===== src/rtl/pipe_ctrl_pkg.sv =====
// Shared definitions for the pipeline sequencing controller: forwarding
// select encodings, debug FSM states and the default drain length.
package pipe_ctrl_pkg;

  localparam logic [1:0] FWD_RF    = 2'b00;
  localparam logic [1:0] FWD_MEMWB = 2'b01;
  localparam logic [1:0] FWD_EXMEM = 2'b10;

  // Advancing cycles to empty ID/EX, EX/MEM, MEM/WB and finish the WB write
  localparam int DRAIN_CYCLES_DEF = 4;

  typedef enum logic [1:0] {
    RUN     = 2'd0,
    HALTING = 2'd1,
    HALTED  = 2'd2,
    STEP    = 2'd3
  } dbg_state_e;

  // A producer forwards only when it writes a non-x0 register matching the source
  function automatic logic fwd_hit(input logic we, input logic [4:0] wr,
                                   input logic [4:0] rs);
    return we & (wr != 5'd0) & (wr == rs);
  endfunction

endpackage


===== src/rtl/pipe_fwd_unit.sv =====
// Combinational operand bypass selection for the EX stage (from EX/MEM or
// MEM/WB) and the ID stage register read (from the WB write data).
module pipe_fwd_unit
  import pipe_ctrl_pkg::*;
(
  input  logic [4:0] i_ex_rs1,
  input  logic [4:0] i_ex_rs2,
  input  logic [4:0] i_id_rs1,
  input  logic [4:0] i_id_rs2,
  input  logic       i_id_use_rs1,
  input  logic       i_id_use_rs2,
  input  logic [4:0] i_exmem_WriteReg,
  input  logic       i_exmem_RegWrite,
  input  logic [4:0] i_memwb_WriteReg,
  input  logic       i_memwb_RegWrite,
  output logic [1:0] o_fwd_a,
  output logic [1:0] o_fwd_b,
  output logic       o_id_fwd_a,
  output logic       o_id_fwd_b
);

  // EX/MEM holds the younger result, so it wins over MEM/WB
  always_comb begin
    o_fwd_a = FWD_RF;
    if (fwd_hit(i_exmem_RegWrite, i_exmem_WriteReg, i_ex_rs1))      o_fwd_a = FWD_EXMEM;
    else if (fwd_hit(i_memwb_RegWrite, i_memwb_WriteReg, i_ex_rs1)) o_fwd_a = FWD_MEMWB;
    o_fwd_b = FWD_RF;
    if (fwd_hit(i_exmem_RegWrite, i_exmem_WriteReg, i_ex_rs2))      o_fwd_b = FWD_EXMEM;
    else if (fwd_hit(i_memwb_RegWrite, i_memwb_WriteReg, i_ex_rs2)) o_fwd_b = FWD_MEMWB;
  end

  assign o_id_fwd_a = i_id_use_rs1 & fwd_hit(i_memwb_RegWrite, i_memwb_WriteReg, i_id_rs1);
  assign o_id_fwd_b = i_id_use_rs2 & fwd_hit(i_memwb_RegWrite, i_memwb_WriteReg, i_id_rs2);

endmodule


===== src/rtl/pipe_hazard_ctrl.sv =====
// Central sequencing controller for the 5-stage pipeline: per-stage enables
// and flushes, load-use stall, branch flush, data-memory freeze, debug
// halt/step/resume and a saturating stall-cycle counter.
module pipe_hazard_ctrl
  import pipe_ctrl_pkg::*;
#(
  parameter int CNT_W        = 16,
  parameter int DRAIN_CYCLES = DRAIN_CYCLES_DEF
) (
  input  logic             clk,
  input  logic             reset,
  input  logic [4:0]       id_rs1,
  input  logic [4:0]       id_rs2,
  input  logic             id_use_rs1,
  input  logic             id_use_rs2,
  input  logic [4:0]       idex_WriteReg,
  input  logic             idex_MemRead,
  input  logic             idex_RegWrite,
  input  logic [4:0]       exmem_WriteReg,
  input  logic             exmem_RegWrite,
  input  logic [4:0]       memwb_WriteReg,
  input  logic             memwb_RegWrite,
  input  logic             mem_PCSrc,
  input  logic             dmem_req,
  input  logic             dmem_ready,
  input  logic             dbg_halt_req,
  input  logic             dbg_step_req,
  input  logic             dbg_resume_req,
  output logic             pc_en,
  output logic             ifid_en,
  output logic             idex_en,
  output logic             exmem_en,
  output logic             memwb_en,
  output logic             ifid_flush,
  output logic             idex_flush,
  output logic             exmem_flush,
  output logic [1:0]       fwd_a,
  output logic [1:0]       fwd_b,
  output logic             id_fwd_a,
  output logic             id_fwd_b,
  output logic             halted,
  output logic [CNT_W-1:0] stall_count
);

  localparam int DW = $clog2(DRAIN_CYCLES + 1);
  localparam logic [DW-1:0] DRAIN_LAST = DW'(DRAIN_CYCLES - 1);

  dbg_state_e       r_state;
  logic [DW-1:0]    r_drain;
  logic             r_halted;
  logic [4:0]       r_ex_rs1, r_ex_rs2;
  logic [CNT_W-1:0] r_stall_cnt;

  logic w_memwait, w_loaduse, w_drain_adv;
  logic w_pc_en, w_ifid_en, w_idex_en, w_exmem_en, w_memwb_en;
  logic w_ifid_flush, w_idex_flush, w_exmem_flush;

  assign w_memwait = dmem_req & ~dmem_ready;
  assign w_loaduse = idex_MemRead & idex_RegWrite & (idex_WriteReg != 5'd0) &
                     ((id_use_rs1 & (id_rs1 == idex_WriteReg)) |
                      (id_use_rs2 & (id_rs2 == idex_WriteReg)));
  // Drain progresses on any non-frozen cycle except a load-use stall (a
  // coincident branch overrides the stall, so that cycle still advances)
  assign w_drain_adv = ~w_memwait & ~(w_loaduse & ~mem_PCSrc);

  // Stage control: memory freeze > branch flush > load-use > debug state
  always_comb begin
    w_pc_en = 1'b1; w_ifid_en = 1'b1; w_idex_en = 1'b1;
    w_exmem_en = 1'b1; w_memwb_en = 1'b1;
    w_ifid_flush = 1'b0; w_idex_flush = 1'b0; w_exmem_flush = 1'b0;
    if (w_memwait) begin
      w_pc_en = 1'b0; w_ifid_en = 1'b0; w_idex_en = 1'b0;
      w_exmem_en = 1'b0; w_memwb_en = 1'b0;
    end else if (mem_PCSrc) begin
      w_ifid_flush = 1'b1; w_idex_flush = 1'b1; w_exmem_flush = 1'b1;
    end else if (w_loaduse) begin
      w_pc_en = 1'b0; w_ifid_en = 1'b0; w_idex_flush = 1'b1;
    end else begin
      case (r_state)
        HALTING: begin
          // PC holds so the discarded fetch is refetched on resume
          w_pc_en = 1'b0; w_ifid_flush = 1'b1;
        end
        HALTED: begin
          w_pc_en = 1'b0; w_ifid_en = 1'b0; w_idex_en = 1'b0;
          w_exmem_en = 1'b0; w_memwb_en = 1'b0;
        end
        default: ;
      endcase
    end
  end

  // Debug FSM with drain counter; requests are taken even in frozen cycles
  always_ff @(posedge clk or posedge reset) begin
    if (reset) begin
      r_state  <= RUN;
      r_drain  <= '0;
      r_halted <= 1'b0;
    end else begin
      case (r_state)
        RUN: if (dbg_halt_req) begin
          r_state <= HALTING;
          r_drain <= '0;
        end
        HALTING: if (w_drain_adv) begin
          if (r_drain == DRAIN_LAST) begin
            r_state  <= HALTED;
            r_halted <= 1'b1;
          end else begin
            r_drain <= r_drain + DW'(1);
          end
        end
        HALTED: begin
          if (dbg_resume_req) begin
            r_state  <= RUN;
            r_halted <= 1'b0;
          end else if (dbg_step_req) begin
            r_state  <= STEP;
            r_halted <= 1'b0;
          end
        end
        STEP: if (!w_memwait) begin
          r_state <= HALTING;
          r_drain <= '0;
        end
        default: r_state <= RUN;
      endcase
    end
  end

  // Source registers of the instruction currently in EX
  always_ff @(posedge clk or posedge reset) begin
    if (reset) begin
      r_ex_rs1 <= 5'd0;
      r_ex_rs2 <= 5'd0;
    end else if (w_idex_flush) begin
      r_ex_rs1 <= 5'd0;
      r_ex_rs2 <= 5'd0;
    end else if (w_idex_en) begin
      r_ex_rs1 <= id_use_rs1 ? id_rs1 : 5'd0;
      r_ex_rs2 <= id_use_rs2 ? id_rs2 : 5'd0;
    end
  end

  // Saturating count of stalled cycles, only while running normally
  always_ff @(posedge clk or posedge reset) begin
    if (reset)
      r_stall_cnt <= '0;
    else if ((r_state == RUN) && (!w_pc_en || w_memwait) && (r_stall_cnt != '1))
      r_stall_cnt <= r_stall_cnt + CNT_W'(1);
  end

  pipe_fwd_unit u_fwd (
    .i_ex_rs1         (r_ex_rs1),
    .i_ex_rs2         (r_ex_rs2),
    .i_id_rs1         (id_rs1),
    .i_id_rs2         (id_rs2),
    .i_id_use_rs1     (id_use_rs1),
    .i_id_use_rs2     (id_use_rs2),
    .i_exmem_WriteReg (exmem_WriteReg),
    .i_exmem_RegWrite (exmem_RegWrite),
    .i_memwb_WriteReg (memwb_WriteReg),
    .i_memwb_RegWrite (memwb_RegWrite),
    .o_fwd_a          (fwd_a),
    .o_fwd_b          (fwd_b),
    .o_id_fwd_a       (id_fwd_a),
    .o_id_fwd_b       (id_fwd_b)
  );

  assign pc_en       = w_pc_en;
  assign ifid_en     = w_ifid_en;
  assign idex_en     = w_idex_en;
  assign exmem_en    = w_exmem_en;
  assign memwb_en    = w_memwb_en;
  assign ifid_flush  = w_ifid_flush;
  assign idex_flush  = w_idex_flush;
  assign exmem_flush = w_exmem_flush;
  assign halted      = r_halted;
  assign stall_count = r_stall_cnt;

endmodule


===== config.mk =====
export PLATFORM = sky130hd
export DESIGN_NAME = pipe_hazard_ctrl
export DESIGN_NICKNAME = d
export VERILOG_FILES = /design/src/rtl/pipe_ctrl_pkg.sv /design/src/rtl/pipe_fwd_unit.sv /design/src/rtl/pipe_hazard_ctrl.sv
export SDC_FILE = /design/constraint.sdc
export NUM_CORES = 1
export LEC_CHECK = 0
export CORE_MARGIN = 2
export CORE_UTILIZATION = 36
export CTS_CLUSTER_SIZE = 40
export DETAILED_ROUTE_END_ITERATION = 7
export PLACE_DENSITY = 0.76
export SLEW_MARGIN = 20
export SYNTH_ARGS = -nofsm -noshare
export SYNTH_HDL_FRONTEND = slang
export SYNTH_SLANG_ARGS = --single-unit

===== constraint.sdc =====
create_clock -name clk -period 5.6 [get_ports clk]
set_input_delay 1.4 -clock clk [delete_from_list [all_inputs] [get_ports clk]]
set_output_delay 1.4 -clock clk [all_outputs]
set_load 0.05 [all_outputs]

Yosys cells after proc, flatten, opt, wreduce, memory -nomap -nowiden:

Cells that the tools add are included.

* add/sub/neg operators: 2
* equality and inequality tests: 19
* muxes and demuxes: 47
* bitwise logic cells: 23
* reductions and logical operators: 15

Operators by type and width (number)
* 5-bit == test: 8
* 5-bit 2-to-1 mux: 6
* 1-bit 2-to-1 mux: 26
* 1-bit AND: 18
* 16-bit by 1-bit adder with 16-bit output (second input constant): 1
* 2-bit 2-to-1 mux: 8
* 16-bit inequality test (second input constant): 1
* 5-bit nonzero test: 3
* 3-bit 2-to-1 mux: 4
* 2-bit inequality test (second input constant): 5
* 5-bit AND reduction: 2
* 3-bit one-hot mux with 3 select lines: 1
* 2-bit one-hot mux with 4 select lines: 1
* 2-bit == test (second input constant): 2
* 1-bit inverter: 4
* 4-bit AND reduction: 1
* 2-bit nonzero test: 2
* 3-bit by 1-bit adder with 3-bit output (second input constant): 1
* 3-bit by 2-bit == test with 1-bit output (second input constant): 1
* 3-bit inequality test (second input constant): 1
* 3-bit nonzero test: 1
* 2-bit by 1-bit == test with 1-bit output (second input constant): 1
* 1-bit logical AND: 2
* 2-bit logical NOT: 1
* 5 further kinds: 5

* register bits after elaboration: 32
* input port bits: 39
* output and inout port bits: 31
* word-level logic and storage cells: 112

Depth between registers and ports, before layout:

* depth in word-level cells: 11
* mapped depth: 9
* gate-level depth less buffers: 8

By module:

Synthesis repeated with hierarchy kept, for this count alone.

* cell total of the unflattened synthesis: 254
* area total of the unflattened synthesis: 2299.7 um2

By module, submodules not included
* pipe_hazard_ctrl: times used 1, cells an instance 199, area an instance 1890.6 um2, seq. area each 800.8 um2
* pipe_fwd_unit: times used 1, cells an instance 55, area an instance 409.1 um2, seq. area each 0.0 um2

Worst setup path after synthesis:

No wires, ideal clock.

* path kind: input -> output
* from: in exmem_WriteReg[1]
* to: out fwd_a[0]
* data arrival time: 3.977 ns
* data required time: 4.200 ns
* setup slack: 0.223 ns
* cell stages on the path: 4
* path buffers: 0
* cell sequence: or4_1 > o21ai_0 > nor4_1 > nor4_1

* cells in the longest elaborated chain, start to end: 4
* elaborated cells between the ends (all ways): 5
* classes of those cells: eq/ne: 1; mux: 1; bitwise: 2; reduce/logical: 1

RTL lines
* from (decl): RTL line pipe_hazard_ctrl.sv:19 `input logic [4:0] exmem_WriteReg,`
* 5-bit nonzero test: RTL line pipe_ctrl_pkg.sv:22 `return we & (wr != 5'd0) & (wr == rs);`
* 1-bit AND: RTL line pipe_ctrl_pkg.sv:22
* 1-bit AND *: RTL line pipe_ctrl_pkg.sv:22
* 2-bit 2-to-1 mux *: RTL line pipe_fwd_unit.sv:25 `if (fwd_hit(i_exmem_RegWrite, i_exmem_WriteReg, i_ex_rs1)) o_fwd_a = FWD_EXMEM;`
* to (decl): RTL line pipe_hazard_ctrl.sv:37 `output logic [1:0] fwd_a,`

Mark *: on every way between the ends. The rest lies on a longest branch, timed or not.

Worst setup path in the final report:

* from: in id_rs2[4]
* to: out pc_en

* cells in the longest elaborated chain, start to end: 7

RTL lines
* from (decl): RTL line pipe_hazard_ctrl.sv:13 `input logic [4:0] id_rs2,`
* 5-bit == test: RTL line pipe_hazard_ctrl.sv:61 `(id_use_rs2 & (id_rs2 == idex_WriteReg)));`
* 1-bit AND: RTL line pipe_hazard_ctrl.sv:61
* 1-bit bitwise OR: RTL line pipe_hazard_ctrl.sv:60 `((id_use_rs1 & (id_rs1 == idex_WriteReg)) |`
* 1-bit AND: RTL line pipe_hazard_ctrl.sv:59 `assign w_loaduse = idex_MemRead & idex_RegWrite & (idex_WriteReg != 5'd0) &`
* 1-bit 2-to-1 mux: RTL line pipe_hazard_ctrl.sv:76 `end else if (w_loaduse) begin`
* 1-bit 2-to-1 mux: RTL line pipe_hazard_ctrl.sv:74 `end else if (mem_PCSrc) begin`
* 1-bit 2-to-1 mux: RTL line pipe_hazard_ctrl.sv:71 `if (w_memwait) begin`
* to (decl): RTL line pipe_hazard_ctrl.sv:29 `output logic pc_en,`

Every way passes these cells.

==> results.cfg <==
[setup_path]
timing.reg2reg.worst_path_depth = 7
critical_path_class = in -> out
crit_arrival_ps = 3920
timing.critical_path.fanout_max = 5
ff2ff_setup_slack_ps = 3350
critPathRequiredTime_ps = 4200
start_kind = input pin
timing.critical_path.to_type = output pin

[yosys]
synth_area_leader_cell = sky130_fd_sc_hd__dfrtp_1
yosys-top-cells-count = sky130_fd_sc_hd__dfrtp_1, sky130_fd_sc_hd__xor2_1, sky130_fd_sc_hd__nand3_1
dominantRegCellSynth = sky130_fd_sc_hd__dfrtp_1
async_flop_share = 1.00
synth_cell_type_count = 45
yosysSeqAreaShare = 0.341
synthTopCellsByArea = sky130_fd_sc_hd__dfrtp_1, sky130_fd_sc_hd__xor2_1, sky130_fd_sc_hd__xnor2_1
syn_area_um2 = 2350
synth.avg_cell_area_um2 = 9.04
synth_nets = 306
synth_cells = 260
synth-edff-count = 0
yosys_warnings = 0
synth_top_cell_area_share = 0.341
synth.ff_latch_count = 32

[floorplanning]
chipHeight_um = 84.8
floorplan.initialDensity = 0.372
die-width_um = 84.8
pin_count = 70
num_rows = 29
area_inside_the_core_boundary_um2 = 6310
dieArea_um2 = 7190

[outcome]
outcome = completed

[sta]
grt_setup_unrepaired = no
final.period_utilization = 0.950
worst_slew_margin_rel = 0.597
setup_viol = 0
totalNegativeSetupSlack_ps = 0
timing.final.max_slew_violations = 0
fmaxAchievable_mhz = 188
tightest_slew_ps = 603
hold_slack_ps = 498
finalHoldViolations = 0
timing.clock.skew_ps = 4.65
final_period_minus_worst_setup_slack_ps = 5320

[clock_tree]
cts.root.buffer_cell = sky130_fd_sc_hd__clkbuf_8
post_cts_buffers = 0
cts.repair.resized = 0
cts_inserted_buffers = 5
tritoncts = yes
cts_hold_buf = 0
deepest_clock_path_buffer_count = 2
cts.htree.levels = 2
worst_setup_hold_path_clk_slew_ps = 60
clock_insertion_delay_worst_skew_ps = 290
cts_sinks = 32

[power]
vdd.ir_drop.worst_mv = 0.169
design_power_total_mw = 1.04
cell_internal_pwr_mw = 0.588
p_comb_frac = 0.511
p_seq_frac = 0.310
power_density_nw_per_um2 = 325
swShare = 0.435
power.share.clock = 0.178
total_switching_power_mw = 0.453
cellLeakagePower_nw = 1.39

[hold_path]
hold_path_class = reg -> reg
hold_path_depth = 1

[placement]
port_buffers = 69
finalWeightedCongestion = 0.865
placed_cell_area_um2 = 3110
place_hpwl_um = 4600

[global_route]
initial_antenna_violation_count = 0
global_route_usage_over_all_layers = 0.171
grt_pass1_wl_um = 10000
grt_max_degree = 33
total_grt_overflow = 0
via_count_of_the_first_global_routing_pass = 2114

[routing]
drt_first_pass_iters = 4
drt-wirelength-per-cell_um = 14.4
vias_per_cell = 5.14
total_drc_errors_in_the_routed_layout = 0
num_vias = 2077
detailedRoute.firstIterationViolations = 70
detail-route-antenna-nets = 0
wirelength_um = 5820

[finish]
final_area_um2 = 3200
multi_input_comb_area_um2 = 1430
final_net_count = 372
seq_area_um2 = 801
fillers = 608
area_delta_synth_final_pct = 36.3
num_antenna_cells = 0
finish.utilization = 0.507
post_route_cells_drive_above_1_share = 0.101

[run]
maxCapViolCount = 0
## critical path, cell delays in order
cell,delay (ps)
sky130_fd_sc_hd__clkdlybuf4s50_1,480
sky130_fd_sc_hd__xor2_1,180
sky130_fd_sc_hd__nor4_2,350
sky130_fd_sc_hd__a32oi_2,280
sky130_fd_sc_hd__o31ai_1,430
sky130_fd_sc_hd__a21oi_1,80
sky130_fd_sc_hd__clkdlybuf4s50_1,710
## state kept, by name (all words and copies together), names as in the netlist
| name | flops |
|---|---|
| r_ex_rs1 | 5 |
| halted | 1 |
| r_drain | 3 |
| r_state | 2 |
| stall_count | 16 |
| r_ex_rs2 | 5 |
## cell families (layout without fill, tap and decap cells)
kind of cell | count (synthesis) | count (layout) | synth area share
adders and majority gates | 7 | 7 | 0.0373
buffers and inverters | 27 | 94 | 0.0506
AOI/OAI and AO/OA | 35 | 35 | 0.108
and+or+nand+nor | 103 | 103 | 0.250
muxes | 3 | 3 | 0.0154
xor gates and xnor gates | 53 | 53 | 0.198
DFF | 32 | 32 | 0.341
## placed cells by master, fill, tap and decap left out, types with 2 or more instances in the layout
master	count
sky130_fd_sc_hd__buf_12	3
sky130_fd_sc_hd__clkbuf_8	6
sky130_fd_sc_hd__xor2_1	32
sky130_fd_sc_hd__a21oi_1	15
sky130_fd_sc_hd__ha_1	7
sky130_fd_sc_hd__or2_2	2
sky130_fd_sc_hd__nand3b_1	2
sky130_fd_sc_hd__o211ai_1	2
sky130_fd_sc_hd__dfrtp_1	32
sky130_fd_sc_hd__nor3_1	3
sky130_fd_sc_hd__xnor2_1	21
sky130_fd_sc_hd__or3_1	2
sky130_fd_sc_hd__nand3_1	22
sky130_fd_sc_hd__inv_1	15
sky130_fd_sc_hd__nand2b_1	6
sky130_fd_sc_hd__o21ai_0	8
sky130_fd_sc_hd__nand2_1	19
sky130_fd_sc_hd__and2_1	2
sky130_fd_sc_hd__nor4_2	2
sky130_fd_sc_hd__nor4_1	6
sky130_fd_sc_hd__nor3_2	4
sky130_fd_sc_hd__and3_1	7
sky130_fd_sc_hd__clkinv_2	2
sky130_fd_sc_hd__or4_1	5
sky130_fd_sc_hd__nor2_1	13
sky130_fd_sc_hd__nand4_1	4
sky130_fd_sc_hd__buf_4	6
sky130_fd_sc_hd__clkdlybuf4s50_1	62
## power groups by stage
| stage | clock [mW] | sequential, mW | combinational, mW |
|---|---|---|---|
| after floorplan | 0 | 0.389 | 0.304 |
| after global placement | 0 | 0.324 | 0.520 |
| after detailed placement | 0 | 0.328 | 0.537 |
| after CTS | 0.194 | 0.324 | 0.538 |
| after global routing | 0.201 | 0.331 | 0.581 |
| final | 0.186 | 0.323 | 0.533 |
## cell type report
cell class	instances	share of cell area
multi-input combinational	201	0.447
sequential	32	0.250
clock inverter	2	0.00313
inverter	15	0.0176
tap	77	0.0301
timing repair buffer	71	0.227
clock buffer	6	0.0258
## routing by layer
layer	vias up	wire length (um)	global-route usage
met2	52	2930	0.299
li1	1023	-	-
met3	11	292	0.0393
met5	-	0	0
met1	991	2490	0.208
met4	0	102	0.0505
## worst paths after layout
check	from	end
min reg2reg	stall_count[11]	stall_count[11]
min in group asynchronous	reset	stall_count[15]
min	stall_count[11]	stall_count[11]
max	id_rs2[4]	pc_en
max reg2reg	stall_count[0]	stall_count[1]
max in group asynchronous	reset	r_ex_rs1[0]
## through the flow
stage	instances	worst slack [ps]
2_1_floorplan	260	223
3_3_place_gp	396	399
3_5_place_dp	396	288
4_1_cts	404	278
5_1_grt	404	147
6_report	404	280
(Power assumes the default switching activity.)
